--- src/rtl/mem_port_arbiter_pkg.sv ---
// Shared constants for the memory line-port arbiter: FSM encoding, owner ids, line geometry.
package mem_port_arbiter_pkg;

  localparam int ADDR_W_DEF    = 32;
  localparam int LINE_BITS_DEF = 128;
  localparam int LINE_OFF_DEF  = 4;

  typedef enum logic [1:0] {
    IDLE  = 2'd0,
    ISSUE = 2'd1,
    WAIT  = 2'd2,
    DONE  = 2'd3
  } arbState_e;

  localparam logic OWNER_IC = 1'b0;
  localparam logic OWNER_DC = 1'b1;

endpackage

--- src/rtl/mem_port_arb_pick.sv ---
// Combinational winner select between icache and dcache requests.
// MEM_PORT_ARBITER_RR_EN: alternate on contention using lastOwner; otherwise dcache always wins.
module mem_port_arb_pick
  import mem_port_arbiter_pkg::*;
(
  input  logic icReq,
  input  logic dcReq,
`ifdef MEM_PORT_ARBITER_RR_EN
  input  logic lastOwner,
`endif
  output logic grantVld,
  output logic grantOwner
);

  always_comb begin
    grantVld   = icReq | dcReq;
    grantOwner = OWNER_IC;
    if (icReq && dcReq) begin
`ifdef MEM_PORT_ARBITER_RR_EN
      grantOwner = ~lastOwner;
`else
      grantOwner = OWNER_DC;
`endif
    end else if (dcReq) begin
      grantOwner = OWNER_DC;
    end
  end

endmodule

--- src/rtl/mem_port_arbiter.sv ---
// Shares one memory line port between icache and dcache; done pulses L+2 cycles after grant (L = memory latency).
// Requests held by the owner wait while busy, no preemption; MEM_PORT_ARBITER_RR_EN selects round-robin priority.
module mem_port_arbiter
  import mem_port_arbiter_pkg::*;
#(
  parameter int ADDR_W    = ADDR_W_DEF,
  parameter int LINE_BITS = LINE_BITS_DEF,
  parameter int LINE_OFF  = LINE_OFF_DEF
) (
  input  logic                 clk,
  input  logic                 rst,
  input  logic                 ic_req,
  input  logic [ADDR_W-1:0]    ic_addr,
  output logic                 ic_done,
  output logic [LINE_BITS-1:0] ic_rdata,
  input  logic                 dc_req,
  input  logic                 dc_we,
  input  logic [ADDR_W-1:0]    dc_addr,
  input  logic [LINE_BITS-1:0] dc_wdata,
  output logic                 dc_done,
  output logic [LINE_BITS-1:0] dc_rdata,
  output logic                 mem_req,
  output logic                 mem_we,
  output logic [ADDR_W-1:0]    mem_addr,
  output logic [LINE_BITS-1:0] mem_wdata,
  input  logic                 mem_rvalid,
  input  logic [LINE_BITS-1:0] mem_rdata,
  output logic                 busy,
  output logic                 owner
);

  localparam logic [ADDR_W-1:0] ALIGN_MASK = {ADDR_W{1'b1}} << LINE_OFF;

  arbState_e state, stateNxt;
  logic      grantVld, grantOwner;
  logic      grantNow;

`ifdef MEM_PORT_ARBITER_RR_EN
  logic      lastOwner;
`endif

  mem_port_arb_pick uPick (
    .icReq      (ic_req),
    .dcReq      (dc_req),
`ifdef MEM_PORT_ARBITER_RR_EN
    .lastOwner  (lastOwner),
`endif
    .grantVld   (grantVld),
    .grantOwner (grantOwner)
  );

  // Requests are only looked at in IDLE, so a requester dropping req right after done is never re-granted.
  assign grantNow = (state == IDLE) && grantVld;

  always_comb begin
    stateNxt = state;
    case (state)
      IDLE:    if (grantVld) stateNxt = ISSUE;
      ISSUE:   stateNxt = WAIT;
      WAIT:    if (mem_rvalid) stateNxt = DONE;
      DONE:    stateNxt = IDLE;
      default: stateNxt = IDLE;
    endcase
  end

  always_ff @(posedge clk) begin
    if (!rst) begin
      state     <= IDLE;
      busy      <= 1'b0;
      mem_req   <= 1'b0;
      mem_we    <= 1'b0;
      mem_addr  <= '0;
      mem_wdata <= '0;
      ic_done   <= 1'b0;
      dc_done   <= 1'b0;
      ic_rdata  <= '0;
      dc_rdata  <= '0;
      owner     <= OWNER_IC;
    end else begin
      state   <= stateNxt;
      busy    <= (stateNxt != IDLE);
      mem_req <= (stateNxt == ISSUE);
      ic_done <= (stateNxt == DONE) && (owner == OWNER_IC);
      dc_done <= (stateNxt == DONE) && (owner == OWNER_DC);

      if (grantNow) begin
        owner <= grantOwner;
        if (grantOwner == OWNER_DC) begin
          mem_addr  <= dc_addr & ALIGN_MASK;
          mem_we    <= dc_we;
          mem_wdata <= dc_wdata;
        end else begin
          mem_addr  <= ic_addr & ALIGN_MASK;
          mem_we    <= 1'b0;
          mem_wdata <= '0;
        end
      end

      // Write acks carry no data; only read completions update the owner's line.
      if ((state == WAIT) && mem_rvalid && !mem_we) begin
        if (owner == OWNER_IC) ic_rdata <= mem_rdata;
        else                   dc_rdata <= mem_rdata;
      end
    end
  end

`ifdef MEM_PORT_ARBITER_RR_EN
  always_ff @(posedge clk) begin
    if (!rst)          lastOwner <= OWNER_DC;
    else if (grantNow) lastOwner <= grantOwner;
  end
`endif

endmodule

--- config.mk ---
export PLATFORM = sky130hd
export DESIGN_NAME = mem_port_arbiter
export DESIGN_NICKNAME = d
export VERILOG_FILES = /design/src/rtl/mem_port_arbiter_pkg.sv /design/src/rtl/mem_port_arb_pick.sv /design/src/rtl/mem_port_arbiter.sv
export SDC_FILE = /design/constraint.sdc
export NUM_CORES = 1
export LEC_CHECK = 0
export CORE_AREA = 2 2 293 295
export CTS_BUF_LIST = sky130_fd_sc_hd__clkbuf_4 sky130_fd_sc_hd__clkbuf_8 sky130_fd_sc_hd__clkbuf_16
export DETAILED_ROUTE_END_ITERATION = 8
export DIE_AREA = 0 0 295 297
export PLACE_DENSITY_LB_ADDON = 0.05
export SYNTH_ARGS = -nofsm -noshare
export SYNTH_HDL_FRONTEND = slang
export SYNTH_SLANG_ARGS = --single-unit
--- constraint.sdc ---
create_clock -name clk -period 1.5 [get_ports clk]
set_input_delay 0.15 -clock clk [delete_from_list [all_inputs] [get_ports clk]]
set_output_delay 0.15 -clock clk [all_outputs]
set_load 0.05 [all_outputs]
* Word-level counts from Yosys, hierarchy flattened
Cells that the tools add are included.
** Word-level totals
- Word-level logic and storage cells :: 37
- Output and inout port bits :: 422
- Input port bits :: 326
- Register bits after elaboration :: 424
** Cells by class
- Reductions and logical operators :: 11
- Bitwise gates (word level) :: 2
- Eq/ne operators :: 5
- Mux-type cells :: 8
** Operators with widths (number)
- 2-to-1 mux 128 bit :: 1
- 2-to-1 mux 32 bit :: 1
- one-hot mux 2 bit (4 select lines) :: 1
- == test 2 bit (second input constant) :: 3
- logical AND 1 bit :: 6
- == test 2 x 1 -> 1 bit (second input constant) :: 2
- 2-to-1 mux 2 bit :: 2
- AND reduction 2 bit :: 2
- 2-to-1 mux 1 bit :: 3
- logical NOT 2 bit :: 1
- nonzero test 2 bit :: 1
- logical NOT 1 bit :: 1
- inverter 1 bit :: 1
- bitwise OR 1 bit :: 1

* Longest topological paths before layout
Gate-level depths: netlist of the first run.
- Depth after elaboration :: 5
- Mapped depth :: 9
- Depth with buffers taken out :: 5

* Hierarchy
From an unflattened synthesis of the first run, not the netlist that was laid out.
** Second synthesis, totals
- Cells, all modules :: 1735
- Area, all modules :: 16963.8 sq um
** By module, submodules not included
- mem_port_arbiter :: sequential area each 8408.1 sq um, instances 1, cells each 1733, area each 16953.8 sq um
- mem_port_arb_pick :: sequential area each 0.0 sq um, instances 1, cells each 2, area each 10.0 sq um

* Worst setup path before layout of the first run
Ideal clock, no wire load.
- Kind :: register to register
- Start point :: reg owner
- End point :: reg ic_rdata[62]
- Stages on the path, launching flop included :: 8
- Path buffers :: 4
- Slack :: -145 ps
- Clock period less this slack :: 1645 ps
- Arrival :: 1575 ps
- Data required time :: 1431 ps
- Path through :: dfxtp_1 nand4bb_4 buf_6 buf_6 buf_6 buf_6 nand3_1 o21ai_1
** Between the ends
- Cells in the longest elaborated chain, start to end :: 2
** RTL lines
- from (decl) :: line mem_port_arbiter.sv:29 : output logic owner
- from (signal assigned) :: line mem_port_arbiter.sv:87 : owner <= grantOwner;
- inverter 1 bit (no line)
- AND reduction 2 bit (no line)
- to (signal assigned) :: line mem_port_arbiter.sv:101 : if (owner == OWNER_IC) ic_rdata <= mem_rdata;
- to (decl) :: line mem_port_arbiter.sv:15 : output logic [LINE_BITS-1:0] ic_rdata,
No other way between the ends.
A chain may end at the register's enable or synchronous reset.

* Worst setup path after layout of the first run
- Start point :: reg state[0]
- End point :: reg mem_wdata[36]
** Between the ends
- Cells in the longest elaborated chain, start to end :: 2
** RTL lines
- from (decl) :: line mem_port_arbiter.sv:34 : arbState_e state, stateNxt;
- from (signal assigned) :: line mem_port_arbiter.sv:80 : state <= stateNxt;
- logical NOT 2 bit :: line mem_port_arbiter.sv:53 : assign grantNow = (state == IDLE) && grantVld;
- logical AND 1 bit :: line mem_port_arbiter.sv:53
- to (signal assigned) :: line mem_port_arbiter.sv:91 : mem_wdata <= dc_wdata;
- to (decl) :: line mem_port_arbiter.sv:25 : output logic [LINE_BITS-1:0] mem_wdata,
No other way between the ends.

==> results of run 1 <==
==> timing repair <==
| action | in CTS | in global routing |
|---|---|---|
| gates resized for setup | 61 | 94 |
| pin swaps | 0 | 12 |
| hold buffers | 2 | 0 |
| hold endpoints to repair | 4 | 0 |
| endpoints found under the setup margin | 182 | 277 |
| gates cloned | 1 | 4 |
| setup buffers | 1 | 3 |
==> sequential cells by signal (all words and copies together) (netlist names) <==
| name | flops |
|---|---|
| busy | 1 |
| ic_rdata | 128 |
| state | 2 |
| mem_we | 1 |
| ic_done | 1 |
| mem_addr | 28 |
| dc_rdata | 128 |
| dc_done | 1 |
| mem_wdata | 128 |
| owner | 1 |
| mem_req | 1 |
==> worst min-delay path, cell delays in order <==
cell             delay, ns
clkdlybuf4s50_1       0.39
nand2_1               0.07
o21ai_1               0.05
==> power by group through the flow <==
stage / Sequential (mW) / Clock [mW] / Combinational [mW]
after global placement: 13.3 / 0 / 13.2
after CTS: 13.1 / 14.0 / 13.5
after floorplan: 17.4 / 0 / 3.40
after detailed placement: 13.3 / 0 / 13.2
final: 13.1 / 13.5 / 14.0
after global routing: 13.3 / 14.5 / 14.9
==> worst max path at each step <==
stage | slack, ns | startpoint | endpoint
after CTS | -0.02 | state[0] | mem_wdata[118]
after global placement | -0.20 | mem_rvalid | dc_rdata[105]
final | -0.02 | state[0] | mem_wdata[36]
after detailed placement | -0.22 | mem_rvalid | dc_rdata[103]
after floorplan | 0.03 | state[0] | ic_rdata[62]
after global routing | -0.1 | state[0] | mem_wdata[47]
==> layout by cell type (no fill, tap or decap), drive strengths merged <==
cell	synthesis	final
o21ai	257	257
ha	3	3
nor2	2	2
inv	4	4
buf	93	520
conb	1	4
clkdlybuf4s50	0	315
nand2	290	290
dfxtp	420	420
diode	0	8
nand3	385	385
nand4b	1	1
a21boi	130	130
dlygate4sd3	0	2
or4b	1	1
mux2i	28	28
clkbuf	81	90
nand4bb	1	1
o21a	2	2
o211ai	1	1
o211a	28	28
bufinv	0	3
clkinv	0	10
nor3b	1	1
==> cells by family (layout without fill, tap and decap cells) <==
family | after synthesis | after routing | synth area share (%)
buffers and inverters | 178 | 944 | 5.84
muxes | 28 | 28 | 1.84
adders and majority gates | 3 | 3 | 0.246
and+or+nand+nor | 681 | 681 | 20.2
AOI/OAI and AO/OA | 418 | 418 | 16.8
other | 1 | 12 | 0.0246
DFF | 420 | 420 | 55.1
==> metal layers <==
metal  track usage (%)  vias up  part of all wire, %
met2              26.9      498                   51
met3              6.19      118                  9.3
met4              6.05       16                  3.3
met1              15.7     6857                   37
li1                  -     7458                    -
met5                 0        -                 0.16
==> final cells by class <==
type                    count  area, sq um  share of cell area [%]
well taps                1144         1430                    5.59
clock inverters            13          163                   0.636
diodes                      8         20.0                  0.0783
flip-flops and latches    420         8410                    32.9
multi-input cells        1134         6070                    23.7
repair buffers            841         7750                    30.3
inverters                   4         17.5                  0.0685
clock buffers              86         1720                    6.71
==> metrics by stage <==
step	std cells	setup slack [ns]	TNS, ns	hold WS [ns]	total power, mW
3_5_place_dp	3532	-0.222	-23.76	0.446	26.5
4_1_cts	3635	-0.0157	-0.0369	0.0599	40.7
3_3_place_gp	3532	-0.196	-12.89	0.441	26.5
2_1_floorplan	1732	0.0297	0	0.299	20.8
6_report	3650	-0.0188	-0.0594	0.112	40.6
5_1_grt	3650	-0.0978	-6.87	0.0909	42.7
==> cells in the mapped netlist <==
library cell / number / area (sq um)
a21boi_0: 120 / 901
a21boi_1: 10 / 75.1
buf_1: 19 / 71.3
buf_2: 49 / 245
buf_4: 7 / 52.6
buf_6: 18 / 203
clkbuf_1: 81 / 304
conb_1: 1 / 3.75
dfxtp_1: 420 / 8410
ha_1: 3 / 37.5
inv_1: 4 / 15.0
mux2i_1: 28 / 280
nand2_1: 290 / 1090
nand3_1: 385 / 1930
nand4b_1: 1 / 8.76
nand4bb_4: 1 / 27.5
nor2_1: 2 / 7.51
nor3b_1: 1 / 7.51
o211a_1: 28 / 280
o211ai_1: 1 / 7.51
o21a_1: 2 / 15.0
o21ai_0: 208 / 1040
o21ai_1: 48 / 240
o21ai_2: 1 / 8.76
or4b_1: 1 / 10.0
==> impl_metrics.yaml, run 1 <==
worst_setup_path:
  endpoint_kind: "flip-flop"
  crit_fanout: 26
  r2r_end: "mem_wdata[36]"
  cp.buffers_inverters: 4
  required_ns: 2.02
  r2r-start: "state[0]"
  cp-start-kind: "flip-flop"
  path_cells: "inv_4 > buf_6 > ha_4 > o21ai_4 > buf_12 > buf_16 > nand2_1 > a21boi_1"
  slowest_delay_ns: 0.35
  cp.depth: 8
  critPathKind: "reg2reg"
  cpMaxStageDelayCell: "dfxtp_2"
  arrival_ns: 2.04
  cpLargestDelayFamily: "buffers and inverters"
  worstRegToRegCells: 8
  r2r_slack_ns: -0.02
floorplanning:
  floorplan.die.width_um: 295
  core_area_sq_um: 84500
  boundaryPins: 748
  initial_core_util_pct: 18.1
  dieHeight_um: 297
  num_rows: 107
  dieArea_sq_um: 87600
placement:
  placed_area_sq_um: 23300
  gp_congestion: 0.758
  place_hpwl_um: 52800
  port_buffers: 735
cells_and_area:
  nets: 2784
  postLayoutCoreUtil_pct: 30.3
  fillers: 8994
  drive_above_1_share_pct: 25.8
  design_area_sq_um: 25600
  syn_to_final_growth_pct: 67.6
cts:
  clock_latency_ns: 0.60
  cts_tree: "done"
  clkSlewWorstSetupHoldPaths_ns: 0.06
  cts_buffers: 54
  clock_path_buffers: 3
  clockRootBuffer: "clkbuf_16"
  ctsHtreeMaxLevel: 2
  cts.sinks: 420
worst_hold_path:
  hold_path_end: "ic_rdata[94]"
  hold_path.class: "in2reg"
  hold_path_depth: 3
  hp-start: "mem_rdata[94]"
power:
  internal_power_mw: 25.8
  powerDensity_nw_per_um2: 1590
  ir_drop_mv: 0.878
  p_leak_nw: 10.7
  clkPwrFrac_pct: 33.2
  power.share.switching_pct: 36.4
  pwr-share-seq_pct: 32.3
  p_switching_mw: 14.8
  combPwrFrac_pct: 34.5
sta:
  finalCritPeriodShare_pct: 101
  finalSetupViolations: 8
  max_slew_margin_pct: 59.7
  rsz0062_at_grt: "true"
  fin_ws_ns: -0.0188
  tightest_slew_ns: 0.604
  slew_violations: 0
  hold_viol: 0
  fmax_mhz: 658
  skew_ns: 0.0155
  min_period_ns: 1.52
route:
  drc: 0
  post_drt_wl_per_cell_um: 19.3
  vias: 14900
  ant_nets: 0
  viasPerCell: 4.10
  drtPass1Iterations: 5
  drt-total-wl_um: 70300
  drt_iter0_markers: 535
global_route:
  grt_pass1_wl_um: 100000
  grtUsageTotal_pct: 15.1
  antenna_found_initial: 16
  grt_pass1_vias: 15000
  grt_max_degree: 111
  grt.overflow.total: 0
job:
  drv_cap: 0
yosys:
  syn_area_sq_um: 15300
  ys_ff_latch: 420
  avgSynthCellArea_sq_um: 8.83
  synth_cell_types: 25
  ys_seq_area_share_pct: 55.1
  ys_warn_count: 0
  syn_inst: 1729
outcome:
  violations: "negative setup slack"
  status: "finished, violations left"
(Power assumes the default switching activity.)
==> inputs of run 2 (changes only) <==
--- a/config.mk
+++ b/config.mk
@@ -5,11 +5,12 @@
 export SDC_FILE = /design/constraint.sdc
 export NUM_CORES = 1
 export LEC_CHECK = 0
-export CORE_AREA = 2 2 293 295
+export CORE_AREA = 2 2 287 289
 export CTS_BUF_LIST = sky130_fd_sc_hd__clkbuf_4 sky130_fd_sc_hd__clkbuf_8 sky130_fd_sc_hd__clkbuf_16
 export DETAILED_ROUTE_END_ITERATION = 8
-export DIE_AREA = 0 0 295 297
+export DIE_AREA = 0 0 289 291
 export PLACE_DENSITY_LB_ADDON = 0.05
 export SYNTH_ARGS = -nofsm -noshare
 export SYNTH_HDL_FRONTEND = slang
+export SYNTH_HIERARCHICAL = 1
 export SYNTH_SLANG_ARGS = --single-unit
==> run 2 against run 1 <==
Net effect: the flow still finishes with violations (negative setup slack); register-to-register slack worse by 0.09 ns; non-clock buffer count is 67 higher; combinational power is 28% higher; hold slack worse by 0.053 ns; first-iteration DRC count is 8.4% lower; die area is 4.0% lower; global-route usage is 1.6 points higher; largest power group unchanged.
==> impl_metrics.yaml, run 2 <==
yosys:
  synthArstFlopShare_pct: 0
  ys_warn_count: 6
  avgSynthCellArea_sq_um: 9.78
  syn_area_sq_um: 17000
  yosysMostFrequentCell: "dfxtp_1"
  synth.area.top_cells: "dfxtp_1 50%, mux2i_1 17%, nand2_1 8.5%, a21bo_2 7.7%, nand4_1 4.8%"
  yosysTopAreaCellShare_pct: 49.6
  ys_seq_area_share_pct: 49.6
  synth_edf_count: 0
  synth_top_flop_cell: "dfxtp_1"
  synth_common_cells: "420 x dfxtp_1, 385 x nand2_1, 285 x mux2i_1, 160 x a21oi_1, 130 x a21bo_2"
  synth_cell_types: 26
  syn_inst: 1735
  synth_area_leader_cell: "dfxtp_1"
  ys_ff_latch: 420
cts:
  clock_latency_ns: 0.59
  clock_path_buffers: 3
  cts.sinks: 420
  clkSlewWorstSetupHoldPaths_ns: 0.06
  cts_tree: "done"
  clockRootBuffer: "clkbuf_16"
  ctsHtreeMaxLevel: 2
  cts_buffers: 53
outcome:
  violations: "negative setup slack"
  status: "finished, violations left"
cells_and_area:
  largestRegisters: "dc_rdata x128, ic_rdata x128, mem_wdata x128"
  syn_to_final_growth_pct: 67.7
  nets: 2852
  final_cell_mix: "472 x buf_4, 417 x dfxtp_1, 385 x nand2_1"
  drive_above_1_share_pct: 35.0
  final_common_cell: "buf_4"
  design_area_sq_um: 28400
  instances_no_fill: 3636
worst_setup_path:
  cp-start-kind: "flip-flop"
  crit_fanout: 11
  arrival_ns: 2.11
  critPathKind: "reg2reg"
  r2r_slack_ns: -0.11
  worstRegToRegCells: 8
  endpoint_kind: "flip-flop"
  r2r_end: "mem_wdata[87]"
  r2r-start: "state[0]"
  required_ns: 2.00
power:
  ir_drop_mv: 0.781
  clkPwrFrac_pct: 29.1
  pwr-share-seq_pct: 30.0
  combPwrFrac_pct: 41.0
  p_switching_mw: 16.0
  power.share.switching_pct: 36.7
  p_leak_nw: 12.2
  powerDensity_nw_per_um2: 1530
  p_total_mw: 43.6
  internal_power_mw: 27.6
floorplanning:
  num_rows: 105
  core_area_sq_um: 81200
  dieArea_sq_um: 84100
  initial_core_util_pct: 20.9
  boundaryPins: 748
  dieHeight_um: 291
  floorplan.die.width_um: 289
placement:
  place_hpwl_um: 54100
  placedCellCount: 3478
  port_buffers: 735
  placed_area_sq_um: 25100
  gp_congestion: 0.779
worst_hold_path:
  hold_path.class: "in2reg"
  hold_path_depth: 3
  hp-start: "rst"
  hold_path_end: "ic_rdata[78]"
global_route:
  grt.overflow.total: 0
  grt_pass1_vias: 16100
  grt_max_degree: 89
  met2_usage_pct: 30.0
  top_usage_layer: "met2"
  grt_util_met1_pct: 17.9
  antenna_found_initial: 15
  grt_util_met3_pct: 7.01
  grtUsageTotal_pct: 16.7
  grt_pass1_wl_um: 106000
route:
  drt_iter0_markers: 490
  ant_nets: 0
  vias: 15700
  drc: 0
  viasPerCell: 4.32
  post_drt_wl_per_cell_um: 20.8
  drt-total-wl_um: 75600
  drtPass1Iterations: 4
sta:
  tns_ns: -13.22
  fmax_mhz: 621
  fin_ws_ns: -0.110
  slew_violations: 0
  tightest_slew_ns: 0.639
  max_slew_margin_pct: 57.4
  holdWs_ns: 0.0593
  skew_ns: 0.0160
  min_period_ns: 1.61
  finalCritPeriodShare_pct: 107
  finalSetupViolations: 260
  rsz0062_at_grt: "true"
  hold_viol: 0
job:
  drv_cap: 0
run 2: metal layers:
metal	up-vias	wire (um)
met5	-	95
met2	453	38500
met1	7496	28400
met3	95	6970
met4	16	1640
li1	7638	-
run 2: what timing repair did:
item                                   4_1_cts  5_1_grt
setup buffers                               21        6
setup endpoints to repair                  371      370
gates cloned                                11       14
endpoints found under the hold margin       18        0
gates resized for setup                     68       85
hold buffers                                15        0
pin swaps                                    3       17
run 2: per-stage QoR:
stage	setup WS [ns]	utilization [%]
after detailed placement	-0.172	31.0
final	-0.110	35.0
after CTS	-0.0884	34.2
after global placement	-0.138	31.0
after floorplan	0.0154	-
after global routing	-0.185	35.0
run 2: worst max path at each step:
stage,slack (ns),depth (start not counted),start,endpoint
4_1_cts,-0.09,9,state[0],dc_rdata[78]
3_3_place_gp,-0.14,6,ic_req,mem_wdata[58]
6_report,-0.11,8,state[0],mem_wdata[87]
3_5_place_dp,-0.17,6,state[0],ic_rdata[63]
5_1_grt,-0.18,8,state[0],mem_wdata[87]
2_1_floorplan,0.02,6,state[0],ic_rdata[0]
run 2: cells by family (layout without fill, tap and decap cells):
logic type      after synthesis  count (layout)  share of synthesized area [%]
flops                       420             420                           49.6
fa+ha+maj                     3               3                          0.221
compound gates              323             323                           13.8
other cells                   1              13                         0.0221
mux                         285             285                           16.8
simple gates                522             522                           13.6
buf+inv                     181            1000                           5.94
run 2: area by class of cell:
cell class / count / area [sq um]
multi-input cells: 1137 / 7950
inverters: 3 / 16.3
clock inverters: 7 / 67.6
fillers: 8415 / 52800
diodes: 9 / 22.5
clock buffers: 82 / 1650
well taps: 1070 / 1340
flip-flops and latches: 420 / 8410
repair buffers: 908 / 8990
run 2: critical path, cell delays in order (launching register included):
cell and delay (ns):
dfxtp_2 0.33, inv_4 0.06, buf_4 0.12, ha_4 0.15, buf_12 0.18, clkbuf_16 0.19
clkbuf_16 0.15, nand4_1 0.12, a21oi_2 0.18
run 2: power by group through the flow:
stage / Clock [mW] / Combinational [mW] / Sequential [mW]
floorplan: 0 / 4.99 / 17.4
global placement: 0 / 15.3 / 13.3
detailed placement: 0 / 15.3 / 13.3
CTS: 13.2 / 16.4 / 13.1
global route: 13.7 / 18.9 / 13.2
finish: 12.7 / 17.9 / 13.1
